--- config.mk ---
export PLATFORM = sky130hd
export DESIGN_NAME = input_manager
export DESIGN_NICKNAME = d
export VERILOG_FILES = /design/src/rtl/input_manager_pkg.sv /design/src/rtl/input_manager_operand_pipe.sv /design/src/rtl/input_manager.sv
export SDC_FILE = /design/constraint.sdc
export NUM_CORES = 1
export LEC_CHECK = 0
export CAP_MARGIN = 20
export CORE_MARGIN = 2
export CORE_UTILIZATION = 44
export CTS_CLUSTER_SIZE = 16
export DETAILED_ROUTE_END_ITERATION = 10
export PLACE_DENSITY_LB_ADDON = 0.1
export SLEW_MARGIN = 20
export SYNTH_ARGS = -nofsm -noshare
export SYNTH_HDL_FRONTEND = slang
export SYNTH_SLANG_ARGS = --single-unit
--- constraint.sdc ---
create_clock -name clk -period 1.9 [get_ports clk]
set_input_delay 0.57 -clock clk [delete_from_list [all_inputs] [get_ports clk]]
set_output_delay 0.57 -clock clk [all_outputs]
set_load 0.005 [all_outputs]
--- src/rtl/input_manager_pkg.sv ---
// Shared definitions for the input register stage: operand widths, stage-mode
// encodings and the layout of the serial configuration chain.
// Optional feature macro: INPUT_MANAGER_CASCADE_EN (adds ACIN/BCIN/ACOUT/BCOUT
// and the A_INPUT/B_INPUT chain bits).
package input_manager_pkg;

   localparam int A_W = 30;
   localparam int B_W = 18;
   localparam int C_W = 48;

   // Stage-mode codes as loaded from the chain; 2'b11 is reserved and runs as REG_TWO.
   typedef enum logic [1:0] {
      REG_BYPASS = 2'b00,
      REG_ONE    = 2'b01,
      REG_TWO    = 2'b10,
      REG_RSVD   = 2'b11
   } reg_mode_e;

`ifdef INPUT_MANAGER_CASCADE_EN
   localparam int CFG_LEN     = 10;
   localparam int CFG_A_INPUT = 5;
   localparam int CFG_B_INPUT = 6;
`else
   localparam int CFG_LEN     = 8;
`endif

   // Chain positions counted from the configuration_input end.
   localparam int CFG_AREG     = 0;
   localparam int CFG_BREG     = 2;
   localparam int CFG_CREG     = 4;
   localparam int CFG_RSTA_INV = CFG_LEN - 3;
   localparam int CFG_RSTB_INV = CFG_LEN - 2;
   localparam int CFG_RSTC_INV = CFG_LEN - 1;

   // Decoded view of the chain contents.
   typedef struct packed {
      reg_mode_e areg;
      reg_mode_e breg;
      logic      creg;
`ifdef INPUT_MANAGER_CASCADE_EN
      logic      a_input;
      logic      b_input;
`endif
      logic      rsta_inv;
      logic      rstb_inv;
      logic      rstc_inv;
   } cfg_t;

   function automatic cfg_t decode_cfg(input logic [CFG_LEN-1:0] v);
      cfg_t c;
      c.areg     = reg_mode_e'(v[CFG_AREG +: 2]);
      c.breg     = reg_mode_e'(v[CFG_BREG +: 2]);
      c.creg     = v[CFG_CREG];
`ifdef INPUT_MANAGER_CASCADE_EN
      c.a_input  = v[CFG_A_INPUT];
      c.b_input  = v[CFG_B_INPUT];
`endif
      c.rsta_inv = v[CFG_RSTA_INV];
      c.rstb_inv = v[CFG_RSTB_INV];
      c.rstc_inv = v[CFG_RSTC_INV];
      return c;
   endfunction

endpackage

--- src/rtl/input_manager_operand_pipe.sv ---
// Operand pipeline of up to two register stages with per-stage clock enables,
// a shared synchronous reset and a depth mux selecting input or last stage.
// With MAX_DEPTH=1 only the second register carries data; the first stays 0.
module input_manager_operand_pipe
   import input_manager_pkg::*;
#(
   parameter int W         = 30,
   parameter int MAX_DEPTH = 2,
   parameter bit FREEZE    = 1'b0
) (
   input  logic         clk,
   input  logic         rst_n,
   input  logic [W-1:0] d,
   input  reg_mode_e    mode,
   input  logic         ce1,
   input  logic         ce2,
   input  logic         srst,
   output logic [W-1:0] q
);

   reg_mode_e    eff_mode;
   logic [W-1:0] s1;
   logic [W-1:0] s2;

   // Resolve the working depth: reserved code and frozen builds use the deepest stage.
   always_comb begin
      eff_mode = mode;
      if (FREEZE || mode == REG_TWO || mode == REG_RSVD) begin
         eff_mode = (MAX_DEPTH > 1) ? REG_TWO : REG_ONE;
      end
   end

   // First stage: only loads in two-stage mode, forced to zero in one-stage mode.
   always_ff @(posedge clk or negedge rst_n) begin
      if (!rst_n) begin
         s1 <= '0;
      end else if (srst) begin
         s1 <= '0;
      end else if (eff_mode == REG_ONE) begin
         s1 <= '0;
      end else if (eff_mode == REG_TWO && ce1) begin
         s1 <= d;
      end
   end

   // Second stage: takes the operand directly (one stage) or from the first stage.
   always_ff @(posedge clk or negedge rst_n) begin
      if (!rst_n) begin
         s2 <= '0;
      end else if (srst) begin
         s2 <= '0;
      end else if (ce2) begin
         case (eff_mode)
            REG_ONE: s2 <= d;
            REG_TWO: s2 <= s1;
            default: s2 <= s2;
         endcase
      end
   end

   // Bypass passes the operand straight through, even while rst_n is low.
   always_comb begin
      q = (eff_mode == REG_BYPASS) ? d : s2;
   end

endmodule

--- src/rtl/input_manager.sv ---
// Input register stage of the slice: A/B/C operand pipelines whose depth,
// source and reset polarity are loaded through a serial configuration chain.
// Optional feature macro: INPUT_MANAGER_CASCADE_EN (cascade ports and the
// A_INPUT/B_INPUT source-select chain bits; chain is 10 bits, else 8).
module input_manager
   import input_manager_pkg::*;
#(
   parameter bit input_freezed = 1'b0
) (
   input  logic           clk,
   input  logic           rst_n,
   input  logic [A_W-1:0] A,
   input  logic [B_W-1:0] B,
   input  logic [C_W-1:0] C,
`ifdef INPUT_MANAGER_CASCADE_EN
   input  logic [A_W-1:0] ACIN,
   input  logic [B_W-1:0] BCIN,
`endif
   input  logic           CEA1,
   input  logic           CEA2,
   input  logic           CEB1,
   input  logic           CEB2,
   input  logic           CEC,
   input  logic           RSTA,
   input  logic           RSTB,
   input  logic           RSTC,
   output logic [A_W-1:0] A_out,
   output logic [B_W-1:0] B_out,
   output logic [C_W-1:0] C_out,
`ifdef INPUT_MANAGER_CASCADE_EN
   output logic [A_W-1:0] ACOUT,
   output logic [B_W-1:0] BCOUT,
`endif
   input  logic           configuration_input,
   input  logic           configuration_enable,
   output logic           configuration_output
);

   logic [CFG_LEN-1:0] cfg_q;
   cfg_t               cfg;
   logic [A_W-1:0]     a_src;
   logic [B_W-1:0]     b_src;
   logic               rsta_x;
   logic               rstb_x;
   logic               rstc_x;
   reg_mode_e          c_mode;

   // Configuration chain: shifts one position per enabled clock, never touches data.
   always_ff @(posedge clk or negedge rst_n) begin
      if (!rst_n) begin
         cfg_q <= '0;
      end else if (configuration_enable) begin
         cfg_q <= {cfg_q[CFG_LEN-2:0], configuration_input};
      end
   end

   assign configuration_output = cfg_q[CFG_LEN-1];
   assign cfg                  = decode_cfg(cfg_q);

`ifdef INPUT_MANAGER_CASCADE_EN
   assign a_src = cfg.a_input ? ACIN : A;
   assign b_src = cfg.b_input ? BCIN : B;
`else
   assign a_src = A;
   assign b_src = B;
`endif

   // Stage resets are programmable-polarity versions of the pin resets.
   assign rsta_x = RSTA ^ cfg.rsta_inv;
   assign rstb_x = RSTB ^ cfg.rstb_inv;
   assign rstc_x = RSTC ^ cfg.rstc_inv;
   assign c_mode = cfg.creg ? REG_ONE : REG_BYPASS;

   input_manager_operand_pipe #(
      .W         (A_W),
      .MAX_DEPTH (2),
      .FREEZE    (input_freezed)
   ) u_pipe_a (
      .clk   (clk),
      .rst_n (rst_n),
      .d     (a_src),
      .mode  (cfg.areg),
      .ce1   (CEA1),
      .ce2   (CEA2),
      .srst  (rsta_x),
      .q     (A_out)
   );

   input_manager_operand_pipe #(
      .W         (B_W),
      .MAX_DEPTH (2),
      .FREEZE    (input_freezed)
   ) u_pipe_b (
      .clk   (clk),
      .rst_n (rst_n),
      .d     (b_src),
      .mode  (cfg.breg),
      .ce1   (CEB1),
      .ce2   (CEB2),
      .srst  (rstb_x),
      .q     (B_out)
   );

   // C has a single register; both enables of the pipe follow CEC.
   input_manager_operand_pipe #(
      .W         (C_W),
      .MAX_DEPTH (1),
      .FREEZE    (input_freezed)
   ) u_pipe_c (
      .clk   (clk),
      .rst_n (rst_n),
      .d     (C),
      .mode  (c_mode),
      .ce1   (CEC),
      .ce2   (CEC),
      .srst  (rstc_x),
      .q     (C_out)
   );

`ifdef INPUT_MANAGER_CASCADE_EN
   assign ACOUT = A_out;
   assign BCOUT = B_out;
`endif

endmodule

Word level (Yosys, flattened, before mapping)
Index checks and enable logic that the tools add are counted.
{ "totals": {"mem_bits_rw": 0, "output_inout_bits": 97, "latch_bits": 0, "register_bits": 200, "rom_bits": 0, "n_memories": 0} }
{ "op_classes": {"n_eq_ne": 12, "mul": 0, "shift": 0, "n_addsub": 0, "n_reduce_logical": 21, "div_mod_pow": 0, "n_mux": 25, "n_lt_le_gt_ge": 0, "bitwise_logic": 3} }
{ "op_table": {"columns": ["operator", "n"], "rows": [
  ["48-bit two-way mux", 6],
  ["30-bit two-way mux", 6],
  ["18-bit two-way mux", 6],
  ["48-bit one-hot mux with 2 select lines", 1],
  ["30-bit one-hot mux with 2 select lines", 1],
  ["18-bit one-hot mux with 2 select lines", 1],
  ["3-bit nonzero test", 6],
  ["2-bit == test (second input constant)", 7],
  ["2-bit by 1-bit == test with 1-bit output (second input constant)", 3],
  ["2-bit logical NOT", 3],
  ["2-bit AND reduction", 3],
  ["2-bit nonzero test", 3],
  ["1-bit by 2-bit == test with 1-bit output (second input constant)", 2],
  ["2-bit two-way mux", 2],
  ["1-bit logical AND", 3],
  ["1-bit logical OR", 3],
  ["1-bit XOR", 3],
  ["1-bit two-way mux", 2]
]} }

Logic depth before layout (Yosys ltp)
{ "logic_depth": {"depth_word": 9, "depth_mapped": 6, "depth_no_buf": 3} }

Modules after synthesis
A second synthesis with hierarchy kept.
{ "hier_totals": {"cells_unflattened": 775, "area_unflattened_um2": 8919.8} }
{ "modules_own_cells": {"columns": ["module", "cells_per_inst", "area_per_inst_um2", "instances"], "rows": [
  ["input_manager_operand_pipe (u_pipe_a)", 302, 3200.6, 1],
  ["input_manager_operand_pipe (u_pipe_c)", 263, 2961.6, 1],
  ["input_manager_operand_pipe (u_pipe_b)", 189, 2396.0, 1],
  ["input_manager", 21, 361.6, 1]
]} }

Least setup slack after synthesis
No wires, ideal clock.
{ "synth_timing": {"path_type": "register to output", "startpoint": "reg cfg_q[3]", "endpoint": "out B_out[10]", "required_time_ns": 1.330, "n_path_buf": 2, "stages_incl_launch_ff": 5, "setup_slack_ns": 0.020, "arrival_ns": 1.310, "cell_sequence": "dfrtp_1 > buf_2 > nor2_2 > buf_6 > mux2_2"} }
{ "synth_between": {"elab_chain_cells": 5, "elab_cells_between_ends": 6} }
{ "synth_lines": {"columns": ["element", "line", "rtl"], "rows": [
  ["start: declaration", "input_manager.sv:39", "logic [CFG_LEN-1:0] cfg_q;"],
  ["start signal: assignment", "input_manager.sv:53", "cfg_q <= {cfg_q[CFG_LEN-2:0], configuration_input};"],
  ["2-bit == test", "input_manager_operand_pipe.sv:28", "if (FREEZE || mode == REG_TWO || mode == REG_RSVD) begin"],
  ["1-bit logical OR", "input_manager_operand_pipe.sv:28", null],
  ["2-bit two-way mux *", "input_manager_operand_pipe.sv:28", null],
  ["2-bit logical NOT *", "input_manager_operand_pipe.sv:63", "q = (eff_mode == REG_BYPASS) ? d : s2;"],
  ["18-bit two-way mux *", "input_manager_operand_pipe.sv:63", null],
  ["end: declaration", "input_manager.sv:28", "output logic [B_W-1:0] B_out,"]
]} }
Mark *: on every way between the ends. The rest lies on a longest branch, timed or not.

Worst setup path in the final report
{ "layout_timing": {"startpoint": "reg cfg_q[4]", "endpoint": "out C_out[6]"} }
{ "layout_between": {"elab_chain_cells": 6, "elab_cells_between_ends": 7} }
{ "layout_lines": {"columns": ["element", "line", "rtl"], "rows": [
  ["1-bit two-way mux *", "input_manager.sv:72", "assign c_mode = cfg.creg ? REG_ONE : REG_BYPASS;"],
  ["1-bit by 2-bit == test with 1-bit output", "input_manager_operand_pipe.sv:28", null],
  ["1-bit logical OR", "input_manager_operand_pipe.sv:28", null],
  ["1-bit two-way mux *", "input_manager_operand_pipe.sv:28", null],
  ["2-bit logical NOT *", "input_manager_operand_pipe.sv:63", null],
  ["48-bit two-way mux *", "input_manager_operand_pipe.sv:63", null],
  ["end: declaration", "input_manager.sv:29", "output logic [C_W-1:0] C_out,"]
]} }
Marks and branches as above.

==> metrics.log <==
INFO  metric grt_pass1_wl = 33000 um
INFO  metric crit_family = buffers and inverters
INFO  metric total_number_of_yosys_warnings = 0
INFO  metric io_buffers = slightly above 200
INFO  metric first_pass_detailed_route_iteration_total = 4
INFO  metric portion_of_the_post_synthesis_area_used_by_sequential_elements = 52.1%
INFO  metric finish.net_count = 997
INFO  metric initial_utilization = 44.5%
INFO  metric layout-drive-gt1-share = 38.1%
INFO  metric p_int = 8.79 mW
INFO  metric vdd_drop_max = roughly 720 uV
INFO  metric crit-reg2reg-capture = u_pipe_a.s1[6]
INFO  metric setup_viol = 96
INFO  metric h-tree-depth = 4
INFO  metric fillCellCount = 1126
INFO  metric critical_path_peak_fanout = 5
INFO  metric timing.final.crit_period = ~2.3 ns
INFO  metric placementRows = 47
INFO  metric multi_input_comb_area = between 3000 and 4000 sq um
INFO  metric cts_hold_buffers = 0
INFO  metric first_iter_violations = about 250
INFO  metric grt_setup_unrepaired = true
INFO  metric finalWorstSetupSlack = -0.401 ns
INFO  metric critical_path.most_common_cell = sky130_fd_sc_hd__buf_6
INFO  metric synth_cell_type_count = 21
INFO  metric avgViaCountPerCell = 5.33
INFO  metric place_congestion = 0.801
INFO  metric worstSetupEndpointType = output pin
INFO  metric total_clock_buffers_created_by_cts = 17
INFO  metric postRouteWirelength = 20600 um
INFO  metric timing.fmax = 0.435 GHz
INFO  metric count_of_final_hold_check_violations = 0
INFO  metric layout.cells.non_filler = 1122
INFO  metric cts_tree = built
INFO  metric slew_headroom = between 60 and 70%
INFO  metric comb_power_share = 42.5%
INFO  metric postLayoutCellArea = 11600 sq um
INFO  metric floorplan.die_area = around 18000 sq um
INFO  metric totalPowerFinal = 12.7 mW
INFO  metric path_clk_slew = about 0.06 ns
INFO  metric worst_slew_pin_slew = roughly 0.6 ns
INFO  metric cp_cell_sequence = buf_6 -> buf_8 -> buf_16 -> mux2_4 -> buf_6
INFO  metric grt_start_max_net_pins = 58
INFO  metric rrSetupSlack = 0.09 ns
INFO  metric coreArea = 16400 sq um
INFO  metric seqPwrFrac = 32.9%
INFO  metric syn_to_final_growth = 58.2%
INFO  metric critPathBufInv = 4
INFO  metric critPathRequiredTime = roughly 1.3 ns
INFO  metric hold_path_class = in2async
INFO  metric synth.cell_area = 7310 sq um
INFO  metric die_h = about 130 um
INFO  metric sequential_cell_area = 3810 sq um
INFO  metric critPathLaunch = cfg_q[4]
INFO  metric crit_path_end = C_out[6]
INFO  metric dr_total_vias = 5983
INFO  metric min_period_over_period = 121%
INFO  metric first_global_vias = 6204
INFO  metric gr-usage-all-layers = 23.4%
INFO  metric avgSynthCellArea = 11.9 sq um
INFO  metric power_switching_share = a little under a third
INFO  metric fp.dieW = 133 um
INFO  metric slowest_delay = around 0.46 ns
INFO  metric avgRoutedWirePerCell = 18.4 um
INFO  metric cts.sink_count = around 150
INFO  metric grt_overflow_total = 0
INFO  metric static-leakage-power = 5.44 nW
INFO  metric clk_root_buffer_cell = sky130_fd_sc_hd__clkbuf_16
INFO  metric cts_buffer_depth = 2
INFO  metric route.antenna.remaining_nets = 0
INFO  metric finalClockSkew = 0.00883 ns
INFO  metric net_count_synth = 723
INFO  metric maxCapViolations = 0
INFO  metric tns = -28.46 ns
INFO  metric cp_slowest_cell = sky130_fd_sc_hd__dfrtp_2
INFO  metric cellPowerDensity = around 1100 nW/um^2
INFO  metric hold-worst-slack = approximately 0.011 ns
INFO  metric violations_in_the_final_reports = setup timing
INFO  metric drc = 0
INFO  metric share_clk_of_total_power = between 20% and 30%
INFO  metric outcome = complete, but fails checks
INFO  metric report.final.slew_viol_count = 0
INFO  metric io_pins = 205
INFO  metric arrival = 1.73 ns
INFO  metric worst-path-stages = 5
INFO  metric crit_path_start_kind = flop
INFO  metric syn_inst = 615
INFO  metric clock_latency = about 0.42 ns
INFO  metric hpwlAfterDp = 12300 um
INFO  metric place_area = a little over 10000 sq um
INFO  metric ys_ff_latch = 152
INFO  metric place_inst = about 1100
INFO  metric power.net_switching = 3.93 mW
INFO  metric antenna_found_initial = 1
INFO  metric depth_of_the_worst_register_to_register_path = 5
INFO  metric worstSetupPathType = reg2out
INFO  metric regToRegStartpoint = cfg_q[1]
==> layer usage <==
| metal | vias up | track usage [%] | wire length, um |
|---|---|---|---|
| li1 | 2783 | - | - |
| met1 | 2969 | 31.5 | 9220 |
| met2 | 205 | 37.3 | 9730 |
| met3 | 26 | 5.90 | 1330 |
| met4 | 0 | 7.53 | 340 |
| met5 | - | 0 | 0 |
==> cell usage in the layout, fill, tap and decap left out, types with 3 or more instances in the layout <==
cell	synthesis	final
sky130_fd_sc_hd__buf_4	2	58
sky130_fd_sc_hd__o2bb2ai_1	48	48
sky130_fd_sc_hd__clkinvlp_4	0	4
sky130_fd_sc_hd__a21oi_1	48	48
sky130_fd_sc_hd__clkbuf_16	0	19
sky130_fd_sc_hd__buf_12	0	23
sky130_fd_sc_hd__mux2_2	104	10
sky130_fd_sc_hd__buf_16	0	4
sky130_fd_sc_hd__nor2_4	0	3
sky130_fd_sc_hd__buf_2	35	3
sky130_fd_sc_hd__mux2_4	0	94
sky130_fd_sc_hd__mux2i_1	48	48
sky130_fd_sc_hd__nor2_2	3	3
sky130_fd_sc_hd__clkinv_4	0	3
sky130_fd_sc_hd__buf_8	0	6
sky130_fd_sc_hd__a22o_1	48	48
sky130_fd_sc_hd__nand2_1	99	99
sky130_fd_sc_hd__dfrtp_1	152	150
sky130_fd_sc_hd__clkinv_2	0	4
sky130_fd_sc_hd__clkdlybuf4s50_1	0	106
sky130_fd_sc_hd__clkbuf_2	0	13
sky130_fd_sc_hd__buf_6	3	89
==> sequential cells by signal (all words and copies together), names as in the netlist <==
name	cells
cfg_q	8
u_pipe_a.s1	30
u_pipe_a.s2	30
u_pipe_b.s1	18
u_pipe_b.s2	18
u_pipe_c.s2	48
==> metrics by stage <==
step	setup slack (ns)	util [%]
floorplan	0.0199	-
detailed placement	-0.441	61.8
global placement	-0.442	61.8
global route	-0.435	70.5
CTS	-0.488	68.5
finish	-0.401	70.5
==> timing repair <==
| item | in CTS | in global routing |
|---|---|---|
| cloned | 8 | 2 |
| pin swaps | 3 | 2 |
| setup buffers | 24 | 3 |
| endpoints found under the setup margin | 98 | 115 |
| resized for setup | 462 | 121 |
==> synthesized netlist by cell type <==
cell                        count  share of area (%)
sky130_fd_sc_hd__nor2_1         3               0.15
sky130_fd_sc_hd__dfrtp_1      152                 52
sky130_fd_sc_hd__xor2_1         2               0.24
sky130_fd_sc_hd__xor2_2         1               0.22
sky130_fd_sc_hd__buf_4          2               0.21
sky130_fd_sc_hd__o2bb2ai_1     48                5.8
sky130_fd_sc_hd__clkbuf_1      10               0.51
sky130_fd_sc_hd__buf_6          3               0.46
sky130_fd_sc_hd__nand2b_1       2               0.17
sky130_fd_sc_hd__and2_1         1              0.086
sky130_fd_sc_hd__nor2b_1        2               0.17
sky130_fd_sc_hd__a22o_1        48                5.8
sky130_fd_sc_hd__nor2_2         3               0.26
sky130_fd_sc_hd__mux2_2       104                 16
sky130_fd_sc_hd__buf_2         35                2.4
sky130_fd_sc_hd__nor3b_1        1               0.10
sky130_fd_sc_hd__a21oi_1       48                3.3
sky130_fd_sc_hd__o21a_1         2               0.21
sky130_fd_sc_hd__nand2_1       99                5.1
sky130_fd_sc_hd__mux2i_1       48                6.6
sky130_fd_sc_hd__nor3b_4        1               0.26
==> worst reg2reg max path: stages, from the launching register on <==
cell and delay (ns):
sky130_fd_sc_hd__dfrtp_2 0.38, sky130_fd_sc_hd__buf_4 0.49, sky130_fd_sc_hd__nand2_1 0.20, sky130_fd_sc_hd__nor3b_2 0.22, sky130_fd_sc_hd__buf_12 0.17, sky130_fd_sc_hd__a22o_1 0.25
==> worst min-delay path by stage <==
stage / startpoint / end / slack, ns / cells after the start
after global routing: rst_n / u_pipe_c.s2[7] / 0.02 / 1
final: rst_n / u_pipe_c.s2[7] / 0.01 / 1
after global placement: rst_n / u_pipe_c.s2[0] / 0.46 / 1
after floorplan: rst_n / cfg_q[0] / 0.27 / 0
after CTS: rst_n / u_pipe_c.s2[7] / 0.01 / 1
after detailed placement: rst_n / u_pipe_c.s2[7] / 0.46 / 1
==> final cells by class <==
| class | count | share of cell area [%] |
|---|---|---|
| diodes | 1 | 0.0216 |
| clock buffers | 19 | 3.74 |
| well taps | 220 | 2.38 |
| multi-input cells | 413 | 31.5 |
| flip-flops and latches | 152 | 32.9 |
| repair buffers | 305 | 28.5 |
| clock inverters | 12 | 0.920 |
==> kinds of logic (layout without fill, tap and decap cells) <==
logic type	after synthesis	after routing	share of synthesized area (%)
AO/OA/AOI/OAI	146	146	15.0
XOR/XNOR	3	3	0.463
buffers and inverters	50	336	3.58
flip-flops	152	152	52.1
multiplexers	152	152	22.6
other	0	1	0
AND/OR/NAND/NOR	112	112	6.29
==> power groups by stage <==
| stage | clock network (mW) | logic (mW) | registers [mW] |
|---|---|---|---|
| 3_3_place_gp | 0 | 4.28 | 4.16 |
| 3_5_place_dp | 0 | 4.35 | 4.19 |
| 4_1_cts | 3.18 | 4.98 | 4.16 |
| 5_1_grt | 3.34 | 5.77 | 4.25 |
| 2_1_floorplan | 0 | 2.25 | 4.08 |
| 6_report | 3.13 | 5.40 | 4.19 |
No activity file was read; power rests on OpenSTA's default activity.
